## config.mk

```make
export PLATFORM = sky130hd
export DESIGN_NAME = sdram_host_adapter
export DESIGN_NICKNAME = d
export VERILOG_FILES = /design/src/rtl/sdram_pkg.sv /design/src/rtl/sdram_req_fifo.sv /design/src/rtl/sdram_host_adapter.sv
export SDC_FILE = /design/constraint.sdc
export NUM_CORES = 1
export LEC_CHECK = 0
export ABC_AREA = 0
export BUFFER_PORTS_ARGS = -buffer_cell sky130_fd_sc_hd__buf_2
export CORE_MARGIN = 3
export CORE_UTILIZATION = 34
export CTS_CLUSTER_DIAMETER = 30
export DETAILED_ROUTE_END_ITERATION = 6
export PLACE_DENSITY = 0.58
export REMOVE_ABC_BUFFERS = 1
export SYNTH_ARGS = -nofsm -noshare
export SYNTH_HDL_FRONTEND = slang
export SYNTH_SLANG_ARGS = --single-unit
export TNS_END_PERCENT = 50
```

## constraint.sdc

```tcl
create_clock -name clk -period 2.06 [get_ports clk]
set_input_delay 0 -clock clk [delete_from_list [all_inputs] [get_ports clk]]
set_output_delay 0 -clock clk [all_outputs]
set_load 0.03 [all_outputs]
```

## src/rtl/sdram_pkg.sv

```systemverilog
// rtl/sdram_pkg.sv - shared state, geometry and request types for the SDRAM host adapter
package sdram_pkg;

    localparam int SDRAM_ROW_WIDTH   = 13;
    localparam int SDRAM_COL_WIDTH   = 9;
    localparam int SDRAM_BANK_WIDTH  = 2;
    localparam int SDRAM_HADDR_WIDTH = SDRAM_BANK_WIDTH + SDRAM_ROW_WIDTH + SDRAM_COL_WIDTH;

    typedef enum logic [2:0] {
        ST_WAIT_INIT,
        ST_IDLE,
        ST_ISSUE,
        ST_ACTIVE,
        ST_CAPTURE
    } state_t;

    typedef struct packed {
        logic                         we;
        logic [SDRAM_HADDR_WIDTH-1:0] addr;
        logic [15:0]                  wdata;
    } req_t;

    function automatic int haddr_width(input int bank, input int row, input int col);
        return bank + row + col;
    endfunction

endpackage

```

## src/rtl/sdram_req_fifo.sv

```systemverilog
// rtl/sdram_req_fifo.sv - synchronous request FIFO, async active-low reset
module sdram_req_fifo #(
    parameter int WIDTH = 41,
    parameter int DEPTH = 4
) (
    input  logic                     clk,
    input  logic                     rst_n,
    input  logic                     push,
    input  logic [WIDTH-1:0]         push_data,
    input  logic                     pop,
    output logic [WIDTH-1:0]         pop_data,
    output logic                     full,
    output logic                     empty,
    output logic [$clog2(DEPTH):0]   count
);

    localparam int AW = $clog2(DEPTH);

    logic [WIDTH-1:0] mem [DEPTH];
    logic [AW-1:0]    wr_ptr;
    logic [AW-1:0]    rd_ptr;
    logic             do_push;
    logic             do_pop;

    assign full     = (count == (AW+1)'(DEPTH));
    assign empty    = (count == '0);
    assign do_push  = push & ~full;
    assign do_pop   = pop & ~empty;
    assign pop_data = mem[rd_ptr];

    // Pointers wrap naturally because DEPTH is a power of two.
    always_ff @(posedge clk or negedge rst_n) begin
        if (!rst_n) begin
            wr_ptr <= '0;
            rd_ptr <= '0;
            count  <= '0;
        end else begin
            if (do_push) wr_ptr <= wr_ptr + 1'b1;
            if (do_pop)  rd_ptr <= rd_ptr + 1'b1;
            count <= count + (AW+1)'(do_push) - (AW+1)'(do_pop);
        end
    end

    always_ff @(posedge clk) begin
        if (do_push) mem[wr_ptr] <= push_data;
    end

endmodule

```

## src/rtl/sdram_host_adapter.sv

```systemverilog
// rtl/sdram_host_adapter.sv - valid/ready request adapter in front of the SDRAM controller
// Optional request FIFO: SDRAM_HOST_REQ_FIFO_EN (default build uses a single holding register).
module sdram_host_adapter
    import sdram_pkg::*;
#(
    parameter int ROW_WIDTH        = SDRAM_ROW_WIDTH,
    parameter int COL_WIDTH        = SDRAM_COL_WIDTH,
    parameter int BANK_WIDTH       = SDRAM_BANK_WIDTH,
    parameter int HADDR_WIDTH      = haddr_width(BANK_WIDTH, ROW_WIDTH, COL_WIDTH),
    parameter int INIT_WAIT        = 32,
    parameter int RD_CAPTURE_DELAY = 1,
    parameter int ACCEPT_TIMEOUT   = 31,
    parameter int FIFO_DEPTH       = 4
) (
    input  logic                   clk,
    input  logic                   rst_n,
    input  logic                   req_valid,
    output logic                   req_ready,
    input  logic                   req_we,
    input  logic [HADDR_WIDTH-1:0] req_addr,
    input  logic [15:0]            req_wdata,
    output logic                   rsp_valid,
    output logic [15:0]            rsp_rdata,
    output logic                   err,
    output logic [HADDR_WIDTH-1:0] haddr,
    output logic [15:0]            data_input,
    output logic                   rd_enable,
    output logic                   wr_enable,
    input  logic                   busy,
    input  logic [15:0]            data_output
);

    localparam int REQ_W  = 1 + HADDR_WIDTH + 16;
    localparam int OCC_W  = $clog2(FIFO_DEPTH) + 1;
    localparam int INIT_W = $clog2(INIT_WAIT) + 1;

    state_t                 state;
    state_t                 state_next;
    logic [INIT_W-1:0]      init_cnt;
    logic [3:0]             cap_cnt;
    logic [7:0]             to_cnt;
    logic                   cur_we;
    logic                   timeout;

    logic                   push;
    logic                   pop;
    logic                   pending;
    logic [REQ_W-1:0]       head;
    logic [OCC_W-1:0]       occ;
    logic [OCC_W-1:0]       occ_next;
    logic                   room_state;

    logic                   ready_d;
    logic                   rsp_valid_d;
    logic [15:0]            rsp_rdata_d;
    logic                   err_d;
    logic [HADDR_WIDTH-1:0] haddr_d;
    logic [15:0]            data_input_d;
    logic                   rd_en_d;
    logic                   wr_en_d;

`ifdef SDRAM_HOST_REQ_FIFO_EN
    localparam int CAP = FIFO_DEPTH;
    logic fifo_full;
    logic fifo_empty;

    assign push       = req_valid & req_ready & ~fifo_full;
    assign pending    = ~fifo_empty;
    assign room_state = (state_next != ST_WAIT_INIT);

    sdram_req_fifo #(
        .WIDTH (REQ_W),
        .DEPTH (FIFO_DEPTH)
    ) u_req_fifo (
        .clk       (clk),
        .rst_n     (rst_n),
        .push      (push),
        .push_data ({req_we, req_addr, req_wdata}),
        .pop       (pop),
        .pop_data  (head),
        .full      (fifo_full),
        .empty     (fifo_empty),
        .count     (occ)
    );
`else
    localparam int CAP = 1;
    logic             hold_valid;
    logic [REQ_W-1:0] hold_q;

    // Ready only in IDLE, so a push can never coincide with a pop here.
    assign push       = req_valid & req_ready;
    assign pending    = hold_valid;
    assign head       = hold_q;
    assign occ        = OCC_W'(hold_valid);
    assign room_state = (state_next == ST_IDLE);

    always_ff @(posedge clk or negedge rst_n) begin
        if (!rst_n) begin
            hold_valid <= 1'b0;
            hold_q     <= '0;
        end else if (push) begin
            hold_valid <= 1'b1;
            hold_q     <= {req_we, req_addr, req_wdata};
        end else if (pop) begin
            hold_valid <= 1'b0;
        end
    end
`endif

    assign pop      = (state == ST_IDLE) && pending;
    assign occ_next = occ + OCC_W'(push) - OCC_W'(pop);
    assign timeout  = (state == ST_ISSUE) && !busy && (to_cnt == 8'(ACCEPT_TIMEOUT - 1));

    always_ff @(posedge clk or negedge rst_n) begin
        if (!rst_n) begin
            state      <= ST_WAIT_INIT;
            init_cnt   <= INIT_W'(INIT_WAIT - 1);
            cap_cnt    <= '0;
            to_cnt     <= '0;
            cur_we     <= 1'b0;
            req_ready  <= 1'b0;
            rsp_valid  <= 1'b0;
            rsp_rdata  <= '0;
            err        <= 1'b0;
            haddr      <= '0;
            data_input <= '0;
            rd_enable  <= 1'b0;
            wr_enable  <= 1'b0;
        end else begin
            state      <= state_next;
            req_ready  <= ready_d;
            rsp_valid  <= rsp_valid_d;
            rsp_rdata  <= rsp_rdata_d;
            err        <= err_d;
            haddr      <= haddr_d;
            data_input <= data_input_d;
            rd_enable  <= rd_en_d;
            wr_enable  <= wr_en_d;
            if (state == ST_WAIT_INIT && init_cnt != '0) init_cnt <= init_cnt - 1'b1;
            if (pop) begin
                cur_we <= head[REQ_W-1];
                to_cnt <= '0;
            end else if (state == ST_ISSUE) begin
                to_cnt <= to_cnt + 1'b1;
            end
            if (state == ST_ACTIVE) cap_cnt <= 4'(RD_CAPTURE_DELAY);
            else if (state == ST_CAPTURE && cap_cnt != '0) cap_cnt <= cap_cnt - 1'b1;
        end
    end

    always_comb begin
        state_next = state;
        case (state)
            ST_WAIT_INIT: if (init_cnt == '0) state_next = ST_IDLE;
            ST_IDLE:      if (pending) state_next = ST_ISSUE;
            ST_ISSUE: begin
                if (busy)         state_next = ST_ACTIVE;
                else if (timeout) state_next = ST_IDLE;
            end
            ST_ACTIVE:    if (!busy) state_next = cur_we ? ST_IDLE : ST_CAPTURE;
            ST_CAPTURE:   if (cap_cnt == '0) state_next = ST_IDLE;
            default:      state_next = ST_WAIT_INIT;
        endcase
    end

    // Next values for the registered outputs.
    always_comb begin
        haddr_d      = haddr;
        data_input_d = data_input;
        rd_en_d      = rd_enable;
        wr_en_d      = wr_enable;
        rsp_valid_d  = 1'b0;
        rsp_rdata_d  = rsp_rdata;
        err_d        = err | timeout;
        ready_d      = room_state && (occ_next < OCC_W'(CAP));
        case (state)
            ST_IDLE: begin
                if (pending) begin
                    haddr_d      = head[HADDR_WIDTH+15:16];
                    data_input_d = head[15:0];
                    rd_en_d      = ~head[REQ_W-1];
                    wr_en_d      = head[REQ_W-1];
                end
            end
            ST_ISSUE: begin
                if (busy || timeout) begin
                    rd_en_d = 1'b0;
                    wr_en_d = 1'b0;
                end
                // A read that never got accepted still owes the host a response.
                if (timeout && rd_enable) begin
                    rsp_valid_d = 1'b1;
                    rsp_rdata_d = '0;
                end
            end
            ST_CAPTURE: begin
                rd_en_d = 1'b0;
                wr_en_d = 1'b0;
                if (cap_cnt == '0) begin
                    rsp_valid_d = 1'b1;
                    rsp_rdata_d = data_output;
                end
            end
            default: begin
                rd_en_d = 1'b0;
                wr_en_d = 1'b0;
            end
        endcase
    end

endmodule

```

==> results of run 1 <==
==> worst max path at each step <==
stage / start / endpoint / slack [ns]
6_report: state[1]$_DFF_PN0_ / req_ready$_DFF_PN0_ / 0.21
5_1_grt: cap_cnt[0]$_DFFE_PN0P_ / rsp_rdata[4]$_DFFE_PN0P_ / 0.06
4_1_cts: cap_cnt[0]$_DFFE_PN0P_ / rsp_rdata[8]$_DFFE_PN0P_ / 0.19
3_5_place_dp: cap_cnt[0]$_DFFE_PN0P_ / rsp_rdata[8]$_DFFE_PN0P_ / 0.21
3_3_place_gp: cap_cnt[0]$_DFFE_PN0P_ / rsp_rdata[9]$_DFFE_PN0P_ / 0.25
2_1_floorplan: state[1]$_DFF_PN0_ / cur_we$_DFFE_PN0P_ / -0.34
==> cell type report <==
cell class	instances	area, µm²
fill	1231	7070
sequential	125	3130
multi-input combinational	196	1770
timing repair buffer	188	1300
clock buffer	22	464
tap	180	225
clock inverter	10	138
inverter	13	48.8
==> placed cells by master, fill, tap and decap left out, types with 4 or more instances in the layout <==
master,count
buf_4,5
dfrtp_1,120
nor3_1,4
clkbuf_16,17
dlygate4sd3_1,60
a21oi_1,4
ha_1,6
buf_2,120
nand3_1,7
inv_1,13
o21ai_0,6
a22o_1,14
nand2_1,10
dfstp_2,5
xor2_1,6
nor2_1,13
xnor2_1,4
mux2i_1,4
mux2_2,82
==> stage by stage <==
stage | instances | hold WS (ns) | cell area (µm²) | setup TNS [ns] | setup slack, ns
floorplan | 334 | -0.296 | 4940 | -15.73 | -0.336
global placement | 642 | -0.186 | 5870 | 0 | 0.253
detailed placement | 642 | -0.183 | 5870 | 0 | 0.206
CTS | 734 | 0.0869 | 7080 | 0 | 0.190
global route | 734 | 0.101 | 7080 | 0 | 0.0588
finish | 734 | 0.0808 | 7080 | 0 | 0.205
==> worst max-delay path, cell delays in order, from the launching register on <==
cell and delay (ns):
dfrtp_1 0.54, nor2_1 0.14, a21oi_1 0.31, ha_1 0.29, nor2_1 0.11, o311ai_0 0.15, a311oi_1 0.22
==> power by group <==
| group | internal [mW] | switching [mW] |
|---|---|---|
| Combinational | 1.67 | 2.21 |
| Sequential | 3.54 | 0.618 |
| Clock | 1.97 | 1.03 |
| Total | 7.17 | 3.86 |
==> Yosys cell counts, types with 5 or more instances <==
cell type and n:
nand2_1 11, nand3_1 8, nor2_1 13, inv_1 13
buf_2 7, mux2_2 82, dfrtp_1 120, xor2_1 6
o21ai_0 6, a22o_1 14, ha_1 6, dfstp_2 5
==> cells by family (layout without fill, tap and decap cells) <==
family	count (synthesis)	count (layout)	share of synthesized area (%)
fa+ha+maj	6	6	1.49
buf+inv	27	233	2.57
mux	86	86	19.2
simple gates	58	58	6.80
flops	125	125	62.4
xor+xnor	11	11	2.07
compound gates	35	35	5.48
==> metal layers <==
layer / up-vias / GRT usage, % / part of all wire (%)
met1: 1676 / 17.4 / 44
met4: 0 / 5.43 / 1.2
met3: 12 / 4.85 / 5.8
met2: 98 / 22.7 / 49
li1: 1626 / - / -
met5: - / 0 / 0
==> registers in the layout (all words and copies together), names as in the netlist <==
name,cells
rsp_valid,1
rsp_rdata,16
init_cnt,6
err,1
haddr,24
head,41
req_ready,1
data_input,16
wr_enable,1
state,3
rd_enable,1
hold_valid,1
cap_cnt,4
to_cnt,8
cur_we,1
==> results.md, run 1 <==
- Status: complete, no violations
- WL/cell: 14.5 µm
- Pwr Total: 11.0 mW
- Nets@finish: 608
- Core footprint: about 14000 µm²
- Initial DRT Pass Iterations: 4
- RSZ-0062 raised after global routing: no
- Leak Pwr: 3.41 nW
- Distinct cells, synth: 45
- Reg2Reg Depth: 6
- Resized Gates After CTS: 0
- Seq cells post-synth: 125
- Clk slew on worst S/H paths: 0.05 ns
- Post-layout util: 50.0%
- Synth top area share: 59.8%
- Drt drc: 0
- Ys Warns: 0
- Worst r2r dst: req_ready$_DFF_PN0_
- Vias in the first global route: 3642
- Clk_skew: about 0.0073 ns
- Area leader, netlist: dfrtp_1
- Diodes inserted: 0
- Via count: 3412
- Syn Inst Count: between 300 and 400
- Routed WL: between 10 and 15 mm
- Share of cells above drive strength 1: 45.5%
- Inserted Clock Buffers: 17
- Count of final setup violators: 0
- # hold bufs at CTS: 60
- Clock buffer depth: 2
- Area Growth Syn to Fin: 40.9%
- # H-tree levels: 4
- First-pass GRT wire length: 18.1 mm
- Max-cap violations: 0
- Setup bufs post-CTS: 0
- Post-Synthesis Cell Area: 5020 µm²
- Async S/R FF share, synth: 100%
- R2r startpoint: state[1]$_DFF_PN0_
- Least-Margin Pin Slew: 0.557 ns
- Max-slew violation count: 0
- Reg2Reg Setup Slack: roughly 0.21 ns
- Crit Path Max Fanout: 11
- Worst skew pair latency: 0.40 ns
- Hold WC Path Type: in2reg
- PortBufs: 121
- I/O pins: 122
- Antenna viol nets, final: 0
- Top_reg_cell synth: dfrtp_1
- Detail Placement HPWL: 6.96 mm
- Arrival time worst endpoint: between 2 and 2.5 ns
- Synth top area cells: dfrtp_1 (60%), mux2_2 (18%), dfstp_2 (2.6%)
- Worst setup SP type: flip-flop
- Final Critical Period: 1.85 ns
- Final period util: 90.0%
- FMAX: between 0.5 and 0.6 GHz
- WS Path Type: reg2reg
- EDFF count, synth: 0
- WHS Path Cells: 4
- GR Overflow Total: 0
- Peak supply drop: roughly 0.00080 V
- Fin. Hold Viols: 0
- End of the worst hold path: hold_valid$_DFFE_PN0P_
- PD cells: 1560 nW/µm²
- Chip height: 128 µm
- Initial DRC count: 163
- Register area share after synthesis: a little over three fifths
- Clk root buf: clkbuf_16
- CP Capture Type: flip-flop
- CTS tree: yes
- Hold Path Origin: req_valid
- Avg Inst Size Synth: between 10 and 15 µm²
- # rows: 43
- Relative slew slack: 62.9%
- Total global-route track usage: 14.1%
- Starting Density: 35.5%
- DR vias/cell: approximately 4.6
- Final weighted congestion in routability-driven placement: ~0.75
- DIE AREA: 16300 µm²
- Antenna violations before repair: 0
- Largest net degree at the start of global routing: 77
- Die W: 128 µm
- CTS Sinks: 125
- Worst path required time: 2.36 ns
Note: power is estimated with default switching activity, not from simulation.
==> run 2, diff against run 1 <==
--- a/config.mk
+++ b/config.mk
@@ -5,7 +5,7 @@
 export SDC_FILE = /design/constraint.sdc
 export NUM_CORES = 1
 export LEC_CHECK = 0
-export ABC_AREA = 0
+export ABC_AREA = 1
 export BUFFER_PORTS_ARGS = -buffer_cell sky130_fd_sc_hd__buf_2
 export CORE_MARGIN = 3
 export CORE_UTILIZATION = 34
@@ -13,6 +13,7 @@
 export DETAILED_ROUTE_END_ITERATION = 6
 export PLACE_DENSITY = 0.58
 export REMOVE_ABC_BUFFERS = 1
+export SETUP_SLACK_MARGIN = 0.15
 export SYNTH_ARGS = -nofsm -noshare
 export SYNTH_HDL_FRONTEND = slang
 export SYNTH_SLANG_ARGS = --single-unit
==> run 2 against run 1 <==
Against the previous run: first-iteration DRC count grew 24%; clock skew shrank 0.0021 ns; critical path type unchanged; final cell count grew 35%; largest power group unchanged; setup slack gained 0.16 ns; global-route usage grew 1.8 points; synthesized cell count grew 74%; non-clock buffer count is the same; final area grew 3.2%; area after synthesis grew 4.9%; clock power grew 5%; register-to-register slack gained 0.16 ns; power shrank 1.9%.
==> results.md, run 2 <==
- Max-cap violations: 0
- Worst path required time: ~2.4 ns
- PD cells: 1480 nW/µm²
- Synth top area cells: dfrtp_1 (57%), nand2_1 (21%), nand3_1 (4.7%)
- FILL cells: between 1000 and 1500
- Leak Pwr: ~4.1 nW
- Final Critical Period: 1.69 ns
- Fin area: 7300 µm²
- Peak supply drop: around 0.00073 V
- Setup ws final: 0.367 ns
- Nets@finish: 860
- CTS Sinks: 125
- Antenna violations before repair: 0
- DIE AREA: 17000 µm²
- Comb pwr share: 34.2%
- Distinct cells, synth: 30
- Cells after DPL: 899
- Switching portion of total power: between 30% and 40%
- CP Capture Type: flip-flop
- Final period util: 82.2%
- Internal power: 6.61 mW
- Max-slew violation count: 0
- Top_reg_cell synth: dfrtp_1
- RSZ-0062 raised after global routing: no
- Relative slew slack: 65.3%
- Async S/R FF share, synth: 100%
- CP top delay family: simple AND/OR/NAND/NOR gates
- Antenna viol nets, final: 0
- Max reg flops: 41
- Final weighted congestion in routability-driven placement: 0.837
- Worst skew pair latency: a little over 0.4 ns
- Ys Warns: 0
- Arrival time worst endpoint: 1.99 ns
- Fin. Hold Viols: 0
- Net Sw Power: 4.21 mW
- EDFF count, synth: 0
- Worst setup SP type: flip-flop
- Share of cells above drive strength 1: 22.5%
- FMAX: 0.591 GHz
- WL/cell: approximately 13 µm
- Vias in the first global route: 4453
- # rows: 44
- Clk network pwr share: 29.1%
- Critical-path top delay cell: dfrtp_1
- Status: complete, no violations
- CTS tree: yes
- Starting Density: 35.5%
- Crit Path Max Fanout: 18
- Seq cells post-synth: 125
- Initial DRT Pass Iterations: 4
- PortBufs: about 120
- WS Path Type: reg2reg
- Count of final setup violators: 0
- DR vias/cell: 4.55
- Finished Layout Cells: 990
- Crit path cell chain: inv_1 -> ha_1 -> nand3_1 -> nand2_2 -> nand2_4 -> nand3_1 -> nor2_1 -> nor2_1
- Most frequent cells in the layout: nand2_1 (301), dfrtp_1 (120), buf_2 (120)
- # H-tree levels: 4
- Reg power frac: 36.6%
- Clk slew on worst S/H paths: 0.06 ns
- Hold WC Path Type: in2async
- Top-count cell post-synth: nand2_1
- Place WS: 0.360 ns
- Register area share after synthesis: 59.5%
- Area Growth Syn to Fin: 38.6%
- Syn Inst Count: 607
- Initial DRC count: 202
- Least-Margin Pin Slew: about 0.52 ns
- Routed WL: 12.8 mm
- Die W: about 130 µm
- Clock buffer depth: 2
- Most common cell after layout, fill and taps aside: nand2_1
- Detail Placement HPWL: 8.34 mm
- Avg Inst Size Synth: 8.68 µm²
- Crit path buf inv count: 1
- Largest net degree at the start of global routing: 43
- Core footprint: 14900 µm²
- CP max stage delay: 0.32 ns
- Diodes inserted: 0
- First-pass GRT wire length: 21.4 mm
- Clk root buf: clkbuf_16
- GR Overflow Total: 0
- Post-synth top cells: nand2_1 (301), dfrtp_1 (120), nand3_1 (50)
- Chip height: 131 µm
- Synth top area share: between 50% and 60%
- Area leader, netlist: dfrtp_1
- Drt drc: 0
- Post-Synthesis Cell Area: 5270 µm²
- Via count: 4506
- Clk_skew: approximately 0.0052 ns
- Inserted Clock Buffers: 17
- Post-DP Area: between 6000 and 7000 µm²
- Resized Gates After CTS: 0
- I/O pins: 122
- Total global-route track usage: between 10% and 20%
==> run 2: path summary, 6_finish.rpt <==
kind | start | end | slack [ns] | cells after the start
worst max-delay path | cap_cnt[0]$_DFFE_PN0P_ | req_ready$_DFF_PN0_ | 0.37 | 8
worst min register to register | head[30]$_DFFE_PN0P_ | haddr[14]$_DFFE_PN0P_ | 0.46 | 2
worst max register to register | cap_cnt[0]$_DFFE_PN0P_ | req_ready$_DFF_PN0_ | 0.37 | 8
worst min-delay path | rst_n | to_cnt[1]$_DFFE_PN0P_ | 0.11 | 2
max in group asynchronous | rst_n | rsp_rdata[11]$_DFFE_PN0P_ | 1.27 | 3
min in group clk | req_valid | hold_valid$_DFFE_PN0P_ | 0.19 | 4
==> run 2: per-stage QoR <==
| step | util (%) | power [mW] | TNS, ns | hold WS [ns] |
|---|---|---|---|---|
| after floorplan | - | 6.41 | -18.67 | -0.296 |
| after global placement | 40.9 | 7.56 | 0 | 0.00854 |
| after detailed placement | 40.9 | 7.65 | 0 | 0.0146 |
| after CTS | 49.1 | 11.0 | 0 | 0.126 |
| after global routing | 49.1 | 11.6 | 0 | 0.157 |
| final | 49.1 | 10.8 | 0 | 0.109 |
==> run 2: layout make-up <==
cell class / instances / area (µm²) / area share [%]
sequential: 125 / 3130 / 42.9
clock buffer: 18 / 439 / 6.01
multi-input combinational: 424 / 1870 / 25.6
inverter: 37 / 141 / 1.94
tap: 184 / 230 / 3.15
clock inverter: 14 / 193 / 2.64
timing repair buffer: 188 / 1300 / 17.7
==> run 2: cells by family after synthesis <==
logic type | synth area share [%]
xor+xnor | 0.997
fa+ha+maj | 1.42
buf+inv | 5.03
compound gates | 2.26
simple gates | 30.8
flops | 59.5
==> run 2: power groups by stage <==
stage	registers [mW]	logic, mW	clock network, mW
after CTS	3.96	3.77	3.23
after global placement	3.96	3.60	0
after global routing	4.08	4.15	3.36
final	3.97	3.71	3.15
after floorplan	4.84	1.57	0
after detailed placement	3.98	3.67	0
==> run 2: what timing repair did <==
action / 4_1_cts / 5_1_grt
hold buffers: 59 / 0
endpoints found under the setup margin: 0 / 0
setup buffers: 0 / 0
hold endpoints to repair: 159 / 0
==> run 2: per-layer routing <==
metal	track usage [%]	routed length (µm)
met1	21.4	6160
met2	25.1	5840
met3	4.67	717
met4	4.66	135
met5	0	0
==> run 2: worst register-to-register path, cell delays in order, from the launching register on <==
cell     delay [ns]
dfrtp_1        0.32
inv_1          0.07
ha_1           0.22
nand3_1        0.16
nand2_2        0.25
nand2_4        0.28
nand3_1        0.11
nor2_1         0.12
nor2_1         0.05
